File: src/rtl/spi_master_mode.sv
// Full-duplex SPI master with run-time CPOL/CPHA, programmable SCLK half-period
// and one-hot active-low chip selects; start/busy/done handshake toward the host.
module spi_master_mode #(
    parameter int DWIDTH = 8,
    parameter int NCS    = 4,
    parameter int DIVW   = 8,
    parameter int CSW    = (NCS > 1) ? $clog2(NCS) : 1
) (
    input  logic              clk,
    input  logic              rst,
    input  logic              start,
    input  logic [CSW-1:0]    cs_idx,
    input  logic              cpol,
    input  logic              cpha,
    input  logic [DIVW-1:0]   div,
    input  logic [DWIDTH-1:0] din,
    output logic [DWIDTH-1:0] dout,
    output logic              busy,
    output logic              done,
    input  logic              miso,
    output logic              mosi,
    output logic              sclk,
    output logic [NCS-1:0]    cs_n
);

    localparam int ECW = $clog2(2 * DWIDTH + 1);
    localparam logic [ECW-1:0] LAST_EDGE = ECW'(2 * DWIDTH);
    localparam logic [ECW-1:0] EDGE_ONE  = ECW'(1);
    localparam logic [CSW:0]   NCS_LIM   = (CSW + 1)'(NCS);
    localparam logic [NCS-1:0] CS_ONE    = NCS'(1);

    localparam logic [1:0] S_IDLE  = 2'd0;
    localparam logic [1:0] S_SETUP = 2'd1;
    localparam logic [1:0] S_XFER  = 2'd2;
    localparam logic [1:0] S_HOLD  = 2'd3;

    logic [1:0]        state;
    logic [DIVW-1:0]   cnt;
    logic [DIVW-1:0]   div_q;
    logic              cpol_q;
    logic              cpha_q;
    logic [ECW-1:0]    edge_cnt;
    logic [DWIDTH-1:0] tx_sh;
    logic [DWIDTH-1:0] rx_sh;

    logic              accept;
    logic              cnt_zero;
    logic              fire_edge;
    logic [ECW-1:0]    edge_nxt;
    logic              sample_edge;
    logic              shift_edge;

    always_comb begin
        accept    = start && (state == S_IDLE) && ({1'b0, cs_idx} < NCS_LIM);
        cnt_zero  = (cnt == '0);
        // The SETUP->XFER step produces edge 1; every later half-period boundary
        // inside XFER produces the next edge until all 2*DWIDTH have been issued.
        fire_edge = cnt_zero && ((state == S_SETUP) ||
                                 ((state == S_XFER) && (edge_cnt != LAST_EDGE)));
        edge_nxt  = (state == S_SETUP) ? EDGE_ONE : edge_cnt + EDGE_ONE;
        sample_edge = cpha_q ? ~edge_nxt[0] : edge_nxt[0];
        shift_edge  = cpha_q ? (edge_nxt[0] && (edge_nxt != EDGE_ONE))
                             : (~edge_nxt[0] && (edge_nxt != LAST_EDGE));
    end

    always_ff @(posedge clk) begin
        if (rst) begin
            state    <= S_IDLE;
            cnt      <= '0;
            div_q    <= '0;
            cpol_q   <= 1'b0;
            cpha_q   <= 1'b0;
            edge_cnt <= '0;
            tx_sh    <= '0;
            rx_sh    <= '0;
            dout     <= '0;
            busy     <= 1'b0;
            done     <= 1'b0;
            mosi     <= 1'b0;
            sclk     <= 1'b0;
            cs_n     <= '1;
        end else begin
            done <= 1'b0;
            case (state)
                S_IDLE: begin
                    sclk <= cpol;
                    if (accept) begin
                        state    <= S_SETUP;
                        busy     <= 1'b1;
                        cnt      <= div;
                        div_q    <= div;
                        cpol_q   <= cpol;
                        cpha_q   <= cpha;
                        cs_n     <= ~(CS_ONE << cs_idx);
                        tx_sh    <= din;
                        mosi     <= din[DWIDTH-1];
                        rx_sh    <= '0;
                        edge_cnt <= '0;
                    end
                end
                S_SETUP: begin
                    if (cnt_zero) begin
                        state <= S_XFER;
                        cnt   <= div_q;
                    end else begin
                        cnt <= cnt - 1'b1;
                    end
                end
                S_XFER: begin
                    if (cnt_zero) begin
                        cnt <= div_q;
                        if (edge_cnt == LAST_EDGE) begin
                            state <= S_HOLD;
                            sclk  <= cpol_q;
                        end
                    end else begin
                        cnt <= cnt - 1'b1;
                    end
                end
                S_HOLD: begin
                    if (cnt_zero) begin
                        state <= S_IDLE;
                        busy  <= 1'b0;
                        done  <= 1'b1;
                        cs_n  <= '1;
                        dout  <= rx_sh;
                    end else begin
                        cnt <= cnt - 1'b1;
                    end
                end
                default: begin
                    state <= S_IDLE;
                end
            endcase

            if (fire_edge) begin
                sclk     <= ~sclk;
                edge_cnt <= edge_nxt;
                if (sample_edge) begin
                    rx_sh <= {rx_sh[DWIDTH-2:0], miso};
                end
                if (shift_edge) begin
                    tx_sh <= tx_sh << 1;
                    mosi  <= tx_sh[DWIDTH-2];
                end
            end
        end
    end

endmodule

File: config.mk
export PLATFORM = sky130hd
export DESIGN_NAME = spi_master_mode
export DESIGN_NICKNAME = d
export VERILOG_FILES = /design/src/rtl/spi_master_mode.sv
export SDC_FILE = /design/constraint.sdc
export NUM_CORES = 1
export LEC_CHECK = 0
export BUFFER_PORTS_ARGS = -buffer_cell sky130_fd_sc_hd__buf_2
export CAP_MARGIN = 10
export CORE_MARGIN = 5
export CORE_UTILIZATION = 34
export CTS_CLUSTER_DIAMETER = 150
export DETAILED_ROUTE_END_ITERATION = 10
export SYNTH_ARGS = -nofsm -noshare
export SYNTH_HDL_FRONTEND = slang
export SYNTH_SLANG_ARGS = --single-unit
File: constraint.sdc
create_clock -name clk -period 2.08 [get_ports clk]
set_input_delay 0.312 -clock clk [delete_from_list [all_inputs] [get_ports clk]]
set_output_delay 0.312 -clock clk [all_outputs]
set_load 0.01 [all_outputs]
==> load_flow_metrics.sql, run 1 <==
INSERT INTO impl_metrics (metric_group, metric, value, unit) VALUES
('final_layout', 'post_route_cells_drive_above_1_share', '21.9', '%'),
('route', 'first_pass_iters', '4', ''),
('run', 'cap_violations', '0', ''),
('setup_path', 'worst_setup_path_category', 'reg -> reg', ''),
('place', 'io_buffer_count', '39', ''),
('timing', 'layout_worst_path_cycle_share', '97.9', '%'),
('synthesis', 'syn_inst', '376', ''),
('final_layout', 'antenna_cells_inserted', '0', ''),
('die', 'design.core.area', '8260', 'um^2'),
('final_layout', 'final_nets', '464', ''),
('power', 'power_leakage', '0.00145', 'uW'),
('final_layout', 'fill_cells', '855', ''),
('setup_path', 'setup.worst_path.start_class', 'flip-flop', ''),
('synthesis', 'synth.avg_cell_area', '7.72', 'um^2'),
('final_layout', 'final-instance-count-excl-fill', '538', ''),
('clock_network', 'clockRootBuffer', 'clkbuf_8', ''),
('power', 'worst_ir_drop_vdd', '0.400', 'mV'),
('final_layout', 'flow.area_growth_from_synthesis', '20.7', '%'),
('synthesis', 'yosys_most_used_dff', 'dfxtp_1', ''),
('timing', 'finalCriticalPeriod', '2.04', 'ns'),
('timing', 'rsz0062_at_grt', 'yes', ''),
('global_route', 'first_pass_grt_wire_length', '12.6', 'mm'),
('power', 'sw_frac_of_total', '41.0', '%'),
('synthesis', 'synthTopCellsByCount', 'nand2_1 (84), dfxtp_1 (56), a21oi_1 (42), nor2_1 (30), clkbuf_1 (19)', ''),
('timing', 'finalSetupViolCount', '0', ''),
('clock_network', 'tritoncts_buffer_count', '5', ''),
('timing', 'relSlewSlack', '66.2', '%'),
('synthesis', 'postSynthRegisterBits', '56', ''),
('clock_network', 'tritoncts_clock_tree', 'yes', ''),
('synthesis', 'yosysSeqAreaShare', '38.6', '%'),
('route', 'totalWireLength', '7.45', 'mm'),
('die', 'die_height', '102', 'um'),
('route', 'final_antenna_net_count', '0', ''),
('clock_network', 'clk_path_buf_depth', '2', ''),
('setup_path', 'critPathRequiredTime', '2.33', 'ns'),
('power', 'power_after_layout', '4100', 'uW'),
('status', 'run_status', 'complete, no violations', ''),
('setup_path', 'crit-reg2reg-launch', 'cnt[1]', ''),
('worst_hold_path', 'class_of_the_worst_hold_path', 'in -> reg', ''),
('setup_path', 'cp-startpoint', 'cnt[1]', ''),
('timing', 'report.final.slew_viol_count', '0', ''),
('synthesis', 'yosysWarnings', '0', ''),
('synthesis', 'post_synthesis_net_count', '408', ''),
('global_route', 'gr-usage-all-layers', '15.0', '%'),
('route', 'dr_total_vias', '2729', ''),
('power', 'p_per_area', '1170', 'nW/um^2'),
('synthesis', 'synth_largest_type_area_fraction', '38.6', '%'),
('timing', 'finalClockSkew', '0.00607', 'ns'),
('power', 'power.share.combinational', '50.1', '%'),
('die', 'die-area', '10500', 'um^2'),
('power', 'cellInternalPower', '2410', 'uW'),
('clock_network', 'clk_transition_reported_paths', '0.11', 'ns'),
('synthesis', 'synth_area_leaders', 'dfxtp_1 (39%), nand2_1 (11%), a21oi_1 (7.2%)', ''),
('synthesis', 'synthMostInstantiatedCell', 'nand2_1', ''),
('die', 'die_w', '102', 'um'),
('die', 'floorplan.initialDensity', '35.2', '%'),
('final_layout', 'fin_area', '3510', 'um^2'),
('global_route', 'via_count_of_the_first_global_routing_pass', '2650', ''),
('timing', 'tightest_pin_transition', '0.505', 'ns'),
('route', 'remaining_drc_errors', '0', ''),
('place', 'place_area', '3380', 'um^2'),
('setup_path', 'setup.reg_to_reg.worst_slack', '0.04', 'ns'),
('synthesis', 'synth_area', '2900', 'um^2'),
('power', 'power_frac_clock', '15.5', '%'),
('place', 'dpl.cell_count', '529', ''),
('timing', 'fin_worst_hold_slack', '0.227', 'ns'),
('power', 'switching_power', '1680', 'uW'),
('route', 'vias_per_cell', '5.07', ''),
('clock_network', 'h_tree_levels', '2', ''),
('setup_path', 'path_max_fanout', '4', ''),
('setup_path', 'end_kind', 'flip-flop', '');
==> layout by cell type (no fill, tap or decap), types with 5 or more instances in the layout <==
cell	netlist	routed
ha_1	8	7
dfxtp_1	56	54
nand2b_1	16	16
nand2_1	84	84
a21oi_1	42	41
clkbuf_8	0	5
nor2_1	30	30
a211oi_1	5	5
nand3b_1	6	6
nor3_1	7	7
nand3_1	5	5
buf_2	2	39
buf_4	0	31
mux2i_1	18	18
inv_1	13	11
o21ai_0	14	14
==> worst max-delay path, stage by stage (launching register included) <==
cell     delay, ns
dfxtp_2       0.34
inv_2         0.07
ha_4          0.14
nor4b_4       0.22
nand2_2       0.08
or3_4         0.38
buf_4         0.15
or3b_2        0.45
a21oi_1       0.14
==> sequential cells by signal (all words and copies together), names as in the netlist <==
name      count
cnt           8
div_q         8
dout          8
rx_sh         8
tx_sh         7
edge_cnt      5
cs_n          4
state         2
busy          1
cpha_q        1
cpol_q        1
done          1
mosi          1
sclk          1
==> final timing paths <==
check                      to  cells after the start
setup / recovery  edge_cnt[2]                      8
hold / removal       div_q[1]                      3
setup reg to reg  edge_cnt[2]                      8
hold reg to reg       dout[1]                      2
==> routing by layer <==
metal | routed length, um | GRT usage, %
met5 | 0 | 0
met2 | 3460 | 24.7
met1 | 3550 | 19.6
met4 | 111 | 4.24
met3 | 331 | 3.41
==> what timing repair did <==
| item | 4_1_cts | 5_1_grt |
|---|---|---|
| resized for setup | 7 | 1 |
| buffers inserted | 1 | 0 |
| pin swaps | 3 | 1 |
| setup endpoints to repair | 9 | 12 |
==> power groups by stage <==
stage | Sequential (uW) | Clock, uW | Combinational (uW)
2_1_floorplan | 1420 | 0 | 1230
3_3_place_gp | 1410 | 0 | 1940
3_5_place_dp | 1420 | 0 | 1960
4_1_cts | 1400 | 666 | 2020
5_1_grt | 1430 | 706 | 2290
6_report | 1410 | 637 | 2050
==> final cells by class <==
type	count	area [um^2]	share of cell area [%]
Clock inverter	3	26.3	0.749
Sequential cell	56	1120	32.0
Tap cell	105	131	3.75
Multi-Input combinational cell	285	1660	47.3
Timing Repair Buffer	71	448	12.8
Inverter	13	48.8	1.39
Clock buffer	5	68.8	1.96
==> logic make-up after synthesis <==
logic type | synth area share (%)
AO/OA/AOI/OAI | 17.9
XOR/XNOR | 0.905
adder cells (fa/ha/maj) | 3.45
buffers and inverters | 4.87
flip-flops | 38.6
multiplexers | 6.98
AND/OR/NAND/NOR | 27.3
==> stage by stage <==
stage / worst slack (ns) / utilization, % / TNS, ns
after floorplan: 0.0115 / - / 0
after global placement: -0.0189 / 41.0 / -0.103
after detailed placement: -0.0826 / 41.0 / -0.523
after CTS: 0.00918 / 42.4 / 0
after global routing: -0.110 / 42.5 / -0.648
final: 0.0440 / 42.5 / 0
Note: power is estimated with default switching activity, not from simulation.
==> run 2: changes to the inputs <==
ABC_AREA = 1   (was default)
==> run 2 against run 1 <==
Net effect:
- clock skew grew 0.011 ns
- worst hold slack gained 0.032 ns
- cell count is 7.2% higher
- design area is 7.0% lower
- core utilization fell by 3.0 points
- sequential cell count stayed put
- largest power group unchanged
- critical path type unchanged
- first-iteration DRC count increased by 3.8%
- routed wire length shrank 9.1%
- synthesized cell count grew 16%
==> load_flow_metrics.sql, run 2 <==
INSERT INTO impl_metrics (metric_group, metric, value, unit) VALUES
('status', 'run_status', 'complete, no violations', ''),
('global_route', 'via_count_of_the_first_global_routing_pass', '2531', ''),
('synthesis', 'yosysUniqueCellTypes', '31', ''),
('power', 'power_after_layout', '4400', 'uW'),
('synthesis', 'yosys_most_used_dff', 'dfxtp_1', ''),
('setup_path', 'end_kind', 'flip-flop', ''),
('route', 'totalWireLength', '6.78', 'mm'),
('final_layout', 'fill_cells', '905', ''),
('final_layout', 'leading_cell_type_in_the_layout_fill_and_taps_excluded', 'nand2_1', ''),
('final_layout', 'antenna_cells_inserted', '0', ''),
('power', 'power_leakage', '0.00156', 'uW'),
('place', 'io_buffer_count', '39', ''),
('synthesis', 'synth_area', '2900', 'um^2'),
('synthesis', 'synth_edf_count', '0', ''),
('synthesis', 'synthMostInstantiatedCell', 'nand2_1', ''),
('route', 'drt_first_iter_violations', '138', ''),
('timing', 'finalClockSkew', '0.0170', 'ns'),
('power', 'power_frac_clock', '15.1', '%'),
('final_layout', 'post_route_cells_drive_above_1_share', '15.3', '%'),
('synthesis', 'synthTopCellsByCount', 'nand2_1 (129), nor2_1 (65), dfxtp_1 (56), inv_1 (38), a21oi_1 (35)', ''),
('global_route', 'antenna_violations_before_repair', '0', ''),
('global_route', 'grt.overflow.total', '0', ''),
('power', 'p_per_area', '1350', 'nW/um^2'),
('setup_path', 'critPathRequiredTime', '2.30', 'ns'),
('die', 'floorplan.initialDensity', '35.1', '%'),
('timing', 'relSlewSlack', '74.1', '%'),
('power', 'switching_power', '2040', 'uW'),
('route', 'final_antenna_net_count', '0', ''),
('route', 'detail_route.wl_per_cell', '11.7', 'um'),
('synthesis', 'synth_largest_type_area_fraction', '38.7', '%'),
('worst_hold_path', 'class_of_the_worst_hold_path', 'in -> reg', ''),
('setup_path', 'setup.worst_path.start_class', 'flip-flop', ''),
('power', 'power_frac_seq', '33.5', '%'),
('timing', 'finalSetupViolCount', '0', ''),
('clock_network', 'post_cts_resize_count', '0', ''),
('die', 'design.core.area', '8260', 'um^2'),
('die', 'die-area', '10500', 'um^2'),
('timing', 'report.final.slew_viol_count', '0', ''),
('synthesis', 'synthDominantAreaCellType', 'dfxtp_1', ''),
('synthesis', 'yosysWarnings', '0', ''),
('die', 'die_height', '102', 'um'),
('run', 'cap_violations', '0', ''),
('synthesis', 'synth.avg_cell_area', '6.65', 'um^2'),
('synthesis', 'synthArstFlopShare', '0', '%'),
('clock_network', 'post_cts_hold_buffer_count', '0', ''),
('power', 'sw_frac_of_total', '46.5', '%'),
('synthesis', 'postSynthRegisterBits', '56', ''),
('place', 'dp_hpwl', '4.95', 'mm'),
('route', 'remaining_drc_errors', '0', ''),
('synthesis', 'post_synthesis_net_count', '468', ''),
('timing', 'finalCriticalPeriod', '1.88', 'ns'),
('setup_path', 'worst_setup_path_category', 'reg -> reg', ''),
('route', 'first_pass_iters', '4', ''),
('global_route', 'grt_max_degree', '21', ''),
('synthesis', 'yosysSeqAreaShare', '38.7', '%'),
('setup_path', 'worst_ep_arrival_time', '2.09', 'ns'),
('clock_network', 'h_tree_levels', '2', ''),
('timing', 'rsz0062_at_grt', 'no', ''),
('place', 'gp_routability_congestion', '0.792', ''),
('route', 'dr_total_vias', '2737', ''),
('global_route', 'first_pass_grt_wire_length', '11.5', 'mm'),
('timing', 'tightest_pin_transition', '0.388', 'ns'),
('clock_network', 'tritoncts_buffer_count', '5', ''),
('power', 'worst_ir_drop_vdd', '0.459', 'mV'),
('clock_network', 'clockRootBuffer', 'clkbuf_8', ''),
('timing', 'layout_worst_path_cycle_share', '90.2', '%'),
('timing', 'setup_tns', '0', 'ns'),
('power', 'power.share.combinational', '51.3', '%'),
('final_layout', 'final-instance-count-excl-fill', '577', ''),
('final_layout', 'flow.area_growth_from_synthesis', '12.5', '%'),
('clock_network', 'clk_transition_reported_paths', '0.12', 'ns'),
('die', 'io-pin-count', '40', ''),
('route', 'vias_per_cell', '4.74', ''),
('final_layout', 'final_nets', '503', ''),
('clock_network', 'clk_path_buf_depth', '2', ''),
('clock_network', 'tritoncts_clock_tree', 'yes', ''),
('synthesis', 'synth_area_leaders', 'dfxtp_1 (39%), nand2_1 (17%), nor2_1 (8.4%)', ''),
('setup_path', 'path_max_fanout', '16', ''),
('timing', 'report.final.hold_viol_count', '0', ''),
('timing', 'max_clock_freq', '533', 'MHz'),
('die', 'die_w', '102', 'um'),
('die', 'placementRows', '33', ''),
('clock_network', 'cts_setup_buffers', '0', ''),
('final_layout', 'final_cell_mix', 'nand2_1 (129), nor2_1 (65), dfxtp_1 (56)', ''),
('clock_network', 'clock_sink_count', '56', ''),
('power', 'cellInternalPower', '2350', 'uW'),
('timing', 'fin_worst_hold_slack', '0.259', 'ns'),
('synthesis', 'syn_inst', '436', ''),
('clock_network', 'clk-insertion-delay-late', '0.32', 'ns'),
('global_route', 'gr-usage-all-layers', '13.6', '%'),
('place', 'dpl.cell_count', '569', '');
==> run 2: cell count changes in the layout (fill, tap and decap cells not counted), sizes merged, moves of 7 or more <==
cell | before | now
mux2i | 18 | 0
nand2 | 85 | 135
a21oi | 42 | 35
nor2 | 31 | 69
inv | 14 | 44
nor3 | 8 | 1
buf | 71 | 46
o21ai | 15 | 32
nand3 | 5 | 18
nand2b | 16 | 0
==> run 2: area by class of cell <==
type | count | area (um^2) | area share (%)
Tap cell | 105 | 131 | 4.03
Inverter | 43 | 166 | 5.11
Clock buffer | 5 | 68.8 | 2.11
Multi-Input combinational cell | 319 | 1500 | 45.9
Clock inverter | 3 | 28.8 | 0.883
Sequential cell | 56 | 1120 | 34.4
Timing Repair Buffer | 46 | 248 | 7.60
==> run 2: per-stage QoR <==
step / area, um^2 / utilization [%] / worst slack (ns)
6_report: 3260 / 39.5 / 0.204
3_5_place_dp: 3160 / 38.3 / 0.228
5_1_grt: 3260 / 39.5 / 0.0405
2_1_floorplan: 2900 / - / 0.510
3_3_place_gp: 3160 / 38.3 / 0.262
4_1_cts: 3260 / 39.5 / 0.206
==> run 2: worst max-delay path, cell delays in order, from the launching register on <==
cell,delay (ns)
dfxtp_1,0.33
inv_1,0.14
ha_1,0.17
nand2_1,0.12
nor2_8,0.26
nand2_2,0.21
nand2_2,0.30
a21oi_1,0.08
o21ai_0,0.08
a21oi_1,0.08
==> run 2: worst paths after layout <==
check	endpoint	from	depth (start not counted)	slack, ns
setup reg to reg	cnt[1]	cnt[0]	9	0.20
setup / recovery	cnt[1]	cnt[0]	9	0.20
hold reg to reg	rx_sh[7]	rx_sh[7]	2	0.47
hold / removal	div_q[2]	div[2]	3	0.26
==> run 2: cells by family after synthesis <==
kind of cell	synth area share, %
buffers and inverters	9.71
and+or+nand+nor	34.2
AOI/OAI and AO/OA	13.3
DFF	38.7
xor gates and xnor gates	0.605
adders and majority gates	3.45
==> run 2: power groups by stage <==
stage / combinational (uW) / sequential (uW) / clock (uW)
after floorplan: 1790 / 1470 / 0
after global placement: 2240 / 1490 / 0
after detailed placement: 2260 / 1500 / 0
after CTS: 2270 / 1470 / 688
after global routing: 2610 / 1510 / 733
final: 2260 / 1480 / 666
==> run 2: layer usage <==
metal / up-vias / global-route usage [%] / routed length, um / part of all wire [%]
li1: 1443 / - / - / -
met1: 1240 / 18.7 / 3320 / 49
met2: 50 / 21.6 / 3090 / 46
met3: 4 / 2.39 / 293 / 4.3
met4: 0 / 4.24 / 76 / 1.1
met5: - / 0 / 0 / 0
